**src/rtl/i2c_reg_bank_pkg.sv**
```systemverilog
// i2c_reg_bank_pkg: shared slave state codes, register map boundaries and map read helper
package i2c_reg_bank_pkg;
  localparam logic [4:0] ST_IDLE = 5'd0;
  localparam logic [4:0] OFFSET_ACK = 5'd6;
  localparam logic [7:0] RW_LAST = 8'h07;
  localparam logic [7:0] RO_FIRST = 8'h08;
  localparam logic [7:0] STATUS_LAST = 8'h0B;
  localparam logic [7:0] ID_OFFSET = 8'h0F;
  localparam logic [7:0] UNMAPPED_VALUE = 8'hFF;
  function automatic logic [7:0] map_read(input logic [7:0] ofs, input logic [63:0] cfg,
                                          input logic [31:0] status, input logic [7:0] id);
    return ofs <= RW_LAST ? cfg[{ofs[2:0], 3'b000} +: 8] :
           ofs <= STATUS_LAST ? status[{ofs[1:0], 3'b000} +: 8] :
           ofs < ID_OFFSET ? 8'h00 :
           ofs == ID_OFFSET ? id : UNMAPPED_VALUE;
  endfunction
endpackage

```
**src/rtl/i2c_reg_bank_if.sv**
```systemverilog
// i2c_reg_bank_if: signals between the I2C slave FSM and its register bank
interface i2c_reg_bank_if;
  logic [4:0] slave_state;
  logic [7:0] rx_offset;
  logic [7:0] rx_data;
  logic write_en;
  logic read_en;
  logic [31:0] status_in;
  logic [7:0] tx_data;
  logic [63:0] cfg_out;
  logic wr_strobe;
  logic [3:0] wr_index;
  modport master (output slave_state, rx_offset, rx_data, write_en, read_en, status_in,
                  input tx_data, cfg_out, wr_strobe, wr_index);
  modport slave (input slave_state, rx_offset, rx_data, write_en, read_en, status_in,
                 output tx_data, cfg_out, wr_strobe, wr_index);
endinterface

```
**src/rtl/i2c_reg_bank_edge_det.sv**
```systemverilog
// i2c_edge_det: registered level with rise/fall pulses derived against it
module i2c_edge_det (
  input  logic SYSTEM_CLK,
  input  logic RESET,
  input  logic level,
  output logic level_q,
  output logic rise,
  output logic fall
);
  always_ff @(posedge SYSTEM_CLK or posedge RESET)
    if (RESET) level_q <= 1'b0;
    else level_q <= level;
  assign rise = level & ~level_q;
  assign fall = ~level & level_q;
endmodule

```
**src/rtl/i2c_reg_bank.sv**
```systemverilog
// i2c_reg_bank: I2C slave register bank with auto-incrementing pointer
module i2c_reg_bank
  import i2c_reg_bank_pkg::*;
#(
  parameter logic [7:0]  ID_VALUE  = 8'h5A,
  parameter logic [63:0] CFG_RESET = 64'h0
) (
  input logic SYSTEM_CLK,
  input logic RESET,
  i2c_reg_bank_if.slave bus
);
  logic w_q, w_rise, w_fall, r_q, r_rise, r_fall, m_q, m_rise, m_fall;
  logic pend, unused_edges;
  logic [7:0] ptr;
  logic [63:0] cfg;
  i2c_edge_det u_wr (.SYSTEM_CLK, .RESET, .level(bus.write_en), .level_q(w_q), .rise(w_rise), .fall(w_fall));
  i2c_edge_det u_rd (.SYSTEM_CLK, .RESET, .level(bus.read_en), .level_q(r_q), .rise(r_rise), .fall(r_fall));
  i2c_edge_det u_st (.SYSTEM_CLK, .RESET, .level(bus.slave_state == OFFSET_ACK), .level_q(m_q), .rise(m_rise), .fall(m_fall));
  assign unused_edges = ^{w_q, w_fall, r_q, r_rise, m_q, m_rise};
  assign bus.wr_strobe = pend & (ptr <= RW_LAST);
  assign bus.cfg_out = cfg;
  // pend marks the commit cycle; discards to RO/unmapped still advance ptr
  always_ff @(posedge SYSTEM_CLK or posedge RESET)
    if (RESET) begin
      pend <= 1'b0;
      ptr <= 8'h00;
      cfg <= CFG_RESET;
      bus.tx_data <= CFG_RESET[7:0];
      bus.wr_index <= 4'h0;
    end else begin
      pend <= w_rise;
      if (bus.wr_strobe) begin
        cfg[{ptr[2:0], 3'b000} +: 8] <= bus.rx_data;
        bus.wr_index <= ptr[3:0];
      end
      ptr <= m_fall ? bus.rx_offset : (pend | r_fall) ? ptr + 8'd1 : ptr;
      bus.tx_data <= map_read(ptr, cfg, bus.status_in, ID_VALUE);
    end
endmodule

```
**src/flat_wrapper.sv**
```systemverilog
// flat-port wrapper written by rule: the top's interface ports become plain ports
module i2c_reg_bank_flat import i2c_reg_bank_pkg::*;
#(
  parameter logic [7:0]  ID_VALUE  = 8'h5A,
  parameter logic [63:0] CFG_RESET = 64'h0
)
  (SYSTEM_CLK, RESET, bus_slave_state, bus_rx_offset, bus_rx_data, bus_write_en, bus_read_en, bus_status_in, bus_tx_data, bus_cfg_out, bus_wr_strobe, bus_wr_index);
  i2c_reg_bank_if bus_i ();
  input logic SYSTEM_CLK;
  input logic RESET;
  input wire logic [$bits(bus_i.slave_state)-1:0] bus_slave_state;
  input wire logic [$bits(bus_i.rx_offset)-1:0] bus_rx_offset;
  input wire logic [$bits(bus_i.rx_data)-1:0] bus_rx_data;
  input wire logic [$bits(bus_i.write_en)-1:0] bus_write_en;
  input wire logic [$bits(bus_i.read_en)-1:0] bus_read_en;
  input wire logic [$bits(bus_i.status_in)-1:0] bus_status_in;
  output wire logic [$bits(bus_i.tx_data)-1:0] bus_tx_data;
  output wire logic [$bits(bus_i.cfg_out)-1:0] bus_cfg_out;
  output wire logic [$bits(bus_i.wr_strobe)-1:0] bus_wr_strobe;
  output wire logic [$bits(bus_i.wr_index)-1:0] bus_wr_index;
  assign bus_i.slave_state = bus_slave_state;
  assign bus_i.rx_offset = bus_rx_offset;
  assign bus_i.rx_data = bus_rx_data;
  assign bus_i.write_en = bus_write_en;
  assign bus_i.read_en = bus_read_en;
  assign bus_i.status_in = bus_status_in;
  assign bus_tx_data = bus_i.tx_data;
  assign bus_cfg_out = bus_i.cfg_out;
  assign bus_wr_strobe = bus_i.wr_strobe;
  assign bus_wr_index = bus_i.wr_index;
  i2c_reg_bank #(.ID_VALUE(ID_VALUE), .CFG_RESET(CFG_RESET)) u_core (.SYSTEM_CLK(SYSTEM_CLK), .RESET(RESET), .bus(bus_i));
endmodule
```
**config.mk**
```make
export PLATFORM = sky130hd
export DESIGN_NAME = i2c_reg_bank_flat
export DESIGN_NICKNAME = d
export VERILOG_FILES = /design/src/rtl/i2c_reg_bank_pkg.sv /design/src/rtl/i2c_reg_bank_if.sv /design/src/rtl/i2c_reg_bank_edge_det.sv /design/src/rtl/i2c_reg_bank.sv /design/src/flat_wrapper.sv
export SDC_FILE = /design/constraint.sdc
export NUM_CORES = 1
export LEC_CHECK = 0
export CORE_AREA = 5 5 103 96
export DETAILED_ROUTE_END_ITERATION = 8
export DIE_AREA = 0 0 108 101
export PLACE_DENSITY = 0.85
export SYNTH_ARGS = -nofsm -noshare
export SYNTH_HDL_FRONTEND = slang
export SYNTH_SLANG_ARGS = --single-unit
export TNS_END_PERCENT = 20
```
**constraint.sdc**
```tcl
create_clock -name SYSTEM_CLK -period 6.1 [get_ports SYSTEM_CLK]
set_input_delay 0.915 -clock SYSTEM_CLK [delete_from_list [all_inputs] [get_ports SYSTEM_CLK]]
set_output_delay 0.915 -clock SYSTEM_CLK [all_outputs]
set_load 0.01 [all_outputs]
```
==> results of run 1 <==
-- area by class of cell --
type	instances	area share, %
tap	122	2.58
multi-input combinational	202	33.9
sequential	88	37.2
inverter	5	0.338
clock buffer	9	2.09
timing repair buffer	135	22.7
clock inverter	7	1.16
-- flip-flops by register name, indices dropped and copies added, names as in the netlist --
| signal | count |
|---|---|
| u_core.u_rd.level_q | 1 |
| u_core.bus.tx_data | 8 |
| u_core.bus.cfg_out | 64 |
| u_core.bus.wr_index | 4 |
| u_core.ptr | 8 |
| u_core.u_wr.level_q | 1 |
| u_core.pend | 1 |
| u_core.u_st.level_q | 1 |
-- cell families (layout without fill, tap and decap cells) --
logic type,Yosys count,in the layout,share of synthesized area (%)
AOI/OAI and AO/OA,40,40,5.14
DFF,88,88,51.1
muxes,89,89,30.1
adders and majority gates,5,5,1.45
and+or+nand+nor,61,61,8.43
buffers and inverters,21,156,2.30
xor gates and xnor gates,7,7,1.42
-- per-stage QoR --
step	util, %	power, W	cell area, µm²	worst slack (ns)
floorplan	-	0.00167	4310	2.91
global placement	65.5	0.00222	5730	2.75
detailed placement	65.5	0.00225	5730	2.66
CTS	67.7	0.00266	5920	2.50
global route	67.7	0.00280	5920	2.41
finish	67.7	0.00264	5920	2.52
-- worst max-delay path by stage --
stage | startpoint | to | slack [ns] | cells past startpoint
6_report | u_core.ptr[4]$_DFFE_PP0P_ | bus_wr_strobe | 2.52 | 4
5_1_grt | u_core.ptr[4]$_DFFE_PP0P_ | bus_wr_strobe | 2.41 | 4
4_1_cts | u_core.ptr[4]$_DFFE_PP0P_ | bus_wr_strobe | 2.50 | 4
3_5_place_dp | u_core.ptr[0]$_DFFE_PP0P_ | u_core.bus.cfg_out[47]$_DFFE_PP0P_ | 2.66 | 6
3_3_place_gp | u_core.ptr[0]$_DFFE_PP0P_ | u_core.bus.cfg_out[40]$_DFFE_PP0P_ | 2.75 | 6
2_1_floorplan | RESET | u_core.bus.cfg_out[0]$_DFFE_PP0P_ | 2.91 | 1
-- per-layer routing --
| metal | routed length, µm | part of all wire (%) | GRT usage (%) |
|---|---|---|---|
| met2 | 5760 | 50 | 37.2 |
| met1 | 4710 | 41 | 28.9 |
| met4 | 185 | 1.6 | 5.92 |
| met3 | 803 | 7.0 | 7.11 |
| met5 | 0 | 0 | 0 |
-- cell usage after synthesis (2+ instances only) --
cell      instances  area share, %
mux4_2           24             13
nand3b_1          2           0.35
nor2_1           13            1.1
or4_1             2           0.35
nand2b_1          5           0.73
xnor2_1           2           0.41
dfrtp_1          88             51
mux2_2           52             14
nor3_1            2           0.23
ha_1              5            1.5
nor2b_1           3           0.44
o211ai_1          3           0.52
o22ai_1           2           0.29
clkbuf_1          7           0.61
mux2i_1           5            1.2
buf_6             2           0.52
xor2_1            5            1.0
buf_2             4           0.46
buf_1             3           0.26
inv_1             5           0.44
nand3_1           3           0.35
a31oi_1           2           0.29
a21oi_1          16            1.9
and3_1            2           0.29
nand2_1          17            1.5
mux2_4            8            2.8
and2_1            2           0.29
o21ai_0          14            1.6
-- critical path, cell delays in order (launching register included) --
cell,delay [ns]
dfrtp_1,0.44
or4_1,0.73
or2_4,0.40
inv_1,0.15
clkdlybuf4s50_1,0.57
-- report_power, final --
part	switching [W]	internal, W	total, W
sequential	0.000254	0.000785	0.00104
clock	0.000237	0.000162	0.000399
combinational	0.000474	0.000731	0.00121
==> results.tsv, run 1 <==
metric	value	unit
status	finished clean	
share of layout cells above drive strength 1	24.4	%
drt drc	0	
Post-synth EDFFs	0	
FF+latch area	2200	µm²
detailed placement HPWL	8140	µm
CP Max Fanout	12	
Netlist Area Pre-Place	4310	µm²
clock latency on the worst-skew pair	0.37	ns
Die Width	108	µm
initial antenna violation count	0	
FILL cells	655	
final setup TNS	0	ns
global-route usage over all layers	22.5	%
postcts setup bufs	0	
DRT Pass-1 Iters	4	
post-synthesis sequential area ratio	51.1	%
post-synth net total	373	
CTS tree	built	
Min-Delay Path Depth	1	
Max Root-Sink Buffers	2	
nets@finish	503	
Worst Path Required	5.18	ns
max-cap violations	0	
Worst EP arrival	2.66	ns
CTS Hold Bufs	0	
Core ar.	8750	µm²
Final Critical Period	3.58	ns
CTS H-Tree Depth	3	
gpl congestion	0.786	
Max IR drop VDD	0.000267	V
DR iter-0 viols	93	
Post-Route WL	11500	µm
clk sinks	88	
Ys Warns	0	
Final ANT Viol Nets	0	
Post-Layout Cell Count	568	
Hold Path Class	flop to flop	
FP Rows	33	
initial core utilization	49.2	%
CTS Buf Count	9	
hold path endpoint	u_core.pend$_DFF_PP0_	
chip height	101	µm
first-pass GRT wire length	18600	µm
IO buf count	133	
Crit. End Element	primary output	
kind of critical path	flop to primary output	
R2R Setup Slk	2.67	ns
Area Growth Syn to Fin	37.6	%
RSZ-0062 raised after global routing	no	
fin crit share	58.6	%
most frequent cells in the layout	clkdlybuf4s50_1, dfrtp_1, mux2_2	
Worst Max-Slew Pin Slew	1.02	ns
root buf cell	clkbuf_8	
vias in the first global route	3383	
leakage power	2.52	nW
# IOs	134	
Power Density	446	nW/µm²
routed vias	3107	
Syn Area/Cell	13.8	µm²
Worst Hold Margin	0.413	ns
drt wl/cell	20.2	µm
worst reg2reg endpoint	u_core.bus.cfg_out[44]$_DFFE_PP0P_	
CP Launch Type	flop	
share of synthesized registers carrying an async set or reset	100	%
R2R cell count	6	
# setup viols final	0	
leading cell type in the layout, fill and taps excluded	clkdlybuf4s50_1	
Setup Skew	0.0133	ns
HP Start	u_core.u_wr.level_q$_DFF_PP0_	
clk slew on worst S/H paths	0.10	ns
Final Hold Viols	0	
die area	10900	µm²
Highest Clock Rate	0.280	GHz
via density per instance	5.47	
number of diodes	0	
largest net degree at the start of global routing	66	
Reg-to-Reg Start	u_core.ptr[0]$_DFFE_PP0P_	
Seq cells post-synth	88	
# placed instances	552	
multi-input logic area	2010	µm²
Post-synth top flop	dfrtp_1	
grt total ovfl	0	
Max transition margin	31.4	%
Gate Count Post-Synth	311	
Slew Viols, Final	0	
synth unique cells	41	
post-CTS sizing	0	
(Power assumes the default switching activity.)
==> inputs of run 2 (changes only) <==
--- a/config.mk
+++ b/config.mk
@@ -5,10 +5,10 @@
 export SDC_FILE = /design/constraint.sdc
 export NUM_CORES = 1
 export LEC_CHECK = 0
-export CORE_AREA = 5 5 103 96
+export CORE_AREA = 5 5 113 105
 export DETAILED_ROUTE_END_ITERATION = 8
-export DIE_AREA = 0 0 108 101
-export PLACE_DENSITY = 0.85
+export DIE_AREA = 0 0 118 110
+export PLACE_DENSITY = 0.75
 export SYNTH_ARGS = -nofsm -noshare
 export SYNTH_HDL_FRONTEND = slang
 export SYNTH_SLANG_ARGS = --single-unit
==> constraint.sdc (replaced) <==
create_clock -name SYSTEM_CLK -period 3 [get_ports SYSTEM_CLK]
set_input_delay 0.45 -clock SYSTEM_CLK [delete_from_list [all_inputs] [get_ports SYSTEM_CLK]]
set_output_delay 0.45 -clock SYSTEM_CLK [all_outputs]
set_load 0.01 [all_outputs]
==> results.tsv, run 2 (synthesized netlist as in run 1, its figures left out) <==
metric	value	unit	change
leakage power	2.60	nW	was 2.52 nW
critical-path cell list	or4_1 -> or2_4 -> inv_1 -> clkdlybuf4s50_1		unchanged
root buf cell	clkbuf_16		was clkbuf_8
CTS tree	built		unchanged
Max IR drop VDD	0.000489	V	was 0.000267 V
Final ANT Viol Nets	0		unchanged
DRT Pass-1 Iters	4		unchanged
initial antenna violation count	0		unchanged
CTS Buf Count	9		unchanged
Max transition margin	60.2	%	was 31.4%
gpl congestion	0.763		was 0.786
slowest CP cell	or4_1		unchanged
clk slew on worst S/H paths	0.06	ns	was 0.10 ns
Worst Hold Margin	0.393	ns	was 0.413 ns
most frequent cells in the layout	clkdlybuf4s50_1, dfrtp_1, mux2_2		unchanged
number of diodes	0		unchanged
initial core utilization	40.8	%	was 49.2%
first-pass GRT wire length	18900	µm	was 18600 µm
grt total ovfl	0		unchanged
CP Launch Type	flop		unchanged
Core ar.	10500	µm²	was 8750 µm²
die area	13000	µm²	was 10900 µm²
clk sinks	88		unchanged
Setup Skew	0.00757	ns	was 0.0133 ns
Die Width	118	µm	was 108 µm
Worst EP arrival	2.41	ns	was 2.66 ns
routed vias	3120		was 3107
Worst Path Required	2.55	ns	was 5.18 ns
nets@finish	510		was 503
Hold Path Class	flop to flop		unchanged
Final Critical Period	2.86	ns	
RSZ-0062 raised after global routing	no		unchanged
drt drc	0		unchanged
Post-Route WL	12000	µm	was 11500 µm
status	finished clean		unchanged
Worst Max-Slew Pin Slew	0.596	ns	was 1.02 ns
FP Rows	36		was 33
CTS Hold Bufs	0		unchanged
final setup TNS	0	ns	unchanged
Crit. End Element	primary output		unchanged
Max Root-Sink Buffers	2		unchanged
DR iter-0 viols	152		was 93
Highest Clock Rate	0.349	GHz	
global-route usage over all layers	18.9	%	was 22.5%
R2R Setup Slk	0.35	ns	was 2.67 ns
FILL cells	861		was 655
leading cell type in the layout, fill and taps excluded	clkdlybuf4s50_1		unchanged
detailed placement HPWL	8530	µm	was 8140 µm
CP max stage delay	0.59	ns	was 0.73 ns
fin crit share	95.4	%	
IO buf count	133		unchanged
via density per instance	5.33		was 5.47
Post-Layout Cell Count	585		was 568
max reg flops	64		unchanged
kind of critical path	flop to primary output		unchanged
post-CTS sizing	0		unchanged
# IOs	134		unchanged
CTS H-Tree Depth	3		unchanged
max-cap violations	0		unchanged
drt wl/cell	20.5	µm	was 20.2 µm
# placed instances	570		was 552
chip height	110	µm	was 101 µm
largest net degree at the start of global routing	89		was 66
share of layout cells above drive strength 1	25.4	%	was 24.4%
# setup viols final	0		unchanged
Area Growth Syn to Fin	41.8	%	was 37.6%
postcts setup bufs	0		unchanged
Final Hold Viols	0		unchanged
clock latency on the worst-skew pair	0.34	ns	was 0.37 ns
Slew Viols, Final	0		unchanged
vias in the first global route	3411		was 3383
CP Max Fanout	12		unchanged
Power Density	938	nW/µm²	was 446 nW/µm²
[run 2: cell types whose count changed in the layout (fill, tap and decap cells not counted), sizes merged]
cell      change
clkinvlp      +2
buf           +7
bufinv        +1
inv           -4
[run 2: final cells by class]
class	count	area (µm²)	share of cell area (%)
Clock inverter	6	67.6	1.11
Sequential cell	88	2200	36.1
Tap cell	133	166	2.73
Clock buffer	9	225	3.69
Timing Repair Buffer	142	1410	23.1
Inverter	5	20.0	0.328
Multi-Input combinational cell	202	2010	32.9
[run 2: final timing paths]
kind | startpoint | to | depth (start not counted)
worst min-delay path | u_core.u_wr.level_q$_DFF_PP0_ | u_core.pend$_DFF_PP0_ | 1
worst max-delay path | u_core.ptr[4]$_DFFE_PP0P_ | bus_wr_strobe | 4
worst max register to register | u_core.ptr[4]$_DFFE_PP0P_ | u_core.bus.cfg_out[47]$_DFFE_PP0P_ | 4
max in group asynchronous | RESET | u_core.ptr[0]$_DFFE_PP0P_ | 3
min in group asynchronous | RESET | u_core.u_st.level_q$_DFF_PP0_ | 3
worst min register to register | u_core.u_wr.level_q$_DFF_PP0_ | u_core.pend$_DFF_PP0_ | 1
[run 2: report_power, final]
group	switching, W	internal [W]	leakage, nW
combinational	0.00115	0.00152	1.37
clock	0.000459	0.000644	0.138
sequential	0.000348	0.00160	1.08
[run 2: stage by stage]
step                cell area (µm²)  total power [W]  util [%]  worst slack [ns]
finish                         6100          0.00572      57.9             0.138
global route                   6100          0.00606      57.9            0.0602
CTS                            6100          0.00579      57.9             0.142
detailed placement             5810          0.00465      55.1             0.370
global placement               5810          0.00458      55.1             0.389
floorplan                      4310          0.00339         -             0.105
[run 2: critical path: cells and delay by family, from the launching register on]
| family | cells | cell delay [ns] |
|---|---|---|
| buffers and inverters | 2 | 0.72 |
| DFF | 1 | 0.42 |
| and+or+nand+nor | 2 | 0.94 |
[run 2: routing by layer]
metal | routed length [µm] | share of wire (%) | vias to the layer above | global-route usage [%]
met1 | 4830 | 40 | 1580 | 23.6
met3 | 795 | 6.6 | 10 | 5.41
li1 | - | - | 1426 | -
met4 | 129 | 1.1 | 0 | 5.57
met2 | 6240 | 52 | 104 | 32.4
met5 | 0 | 0 | - | 0
==> inputs of run 3 (changes only) <==
--- a/config.mk
+++ b/config.mk
@@ -6,6 +6,8 @@
 export NUM_CORES = 1
 export LEC_CHECK = 0
 export CORE_AREA = 5 5 113 105
+export CTS_CLUSTER_DIAMETER = 120
+export CTS_CLUSTER_SIZE = 8
 export DETAILED_ROUTE_END_ITERATION = 8
 export DIE_AREA = 0 0 118 110
 export PLACE_DENSITY = 0.75
==> results of run 3 <==
No change in the layout: final DEF, timing and power equal those of run 2.
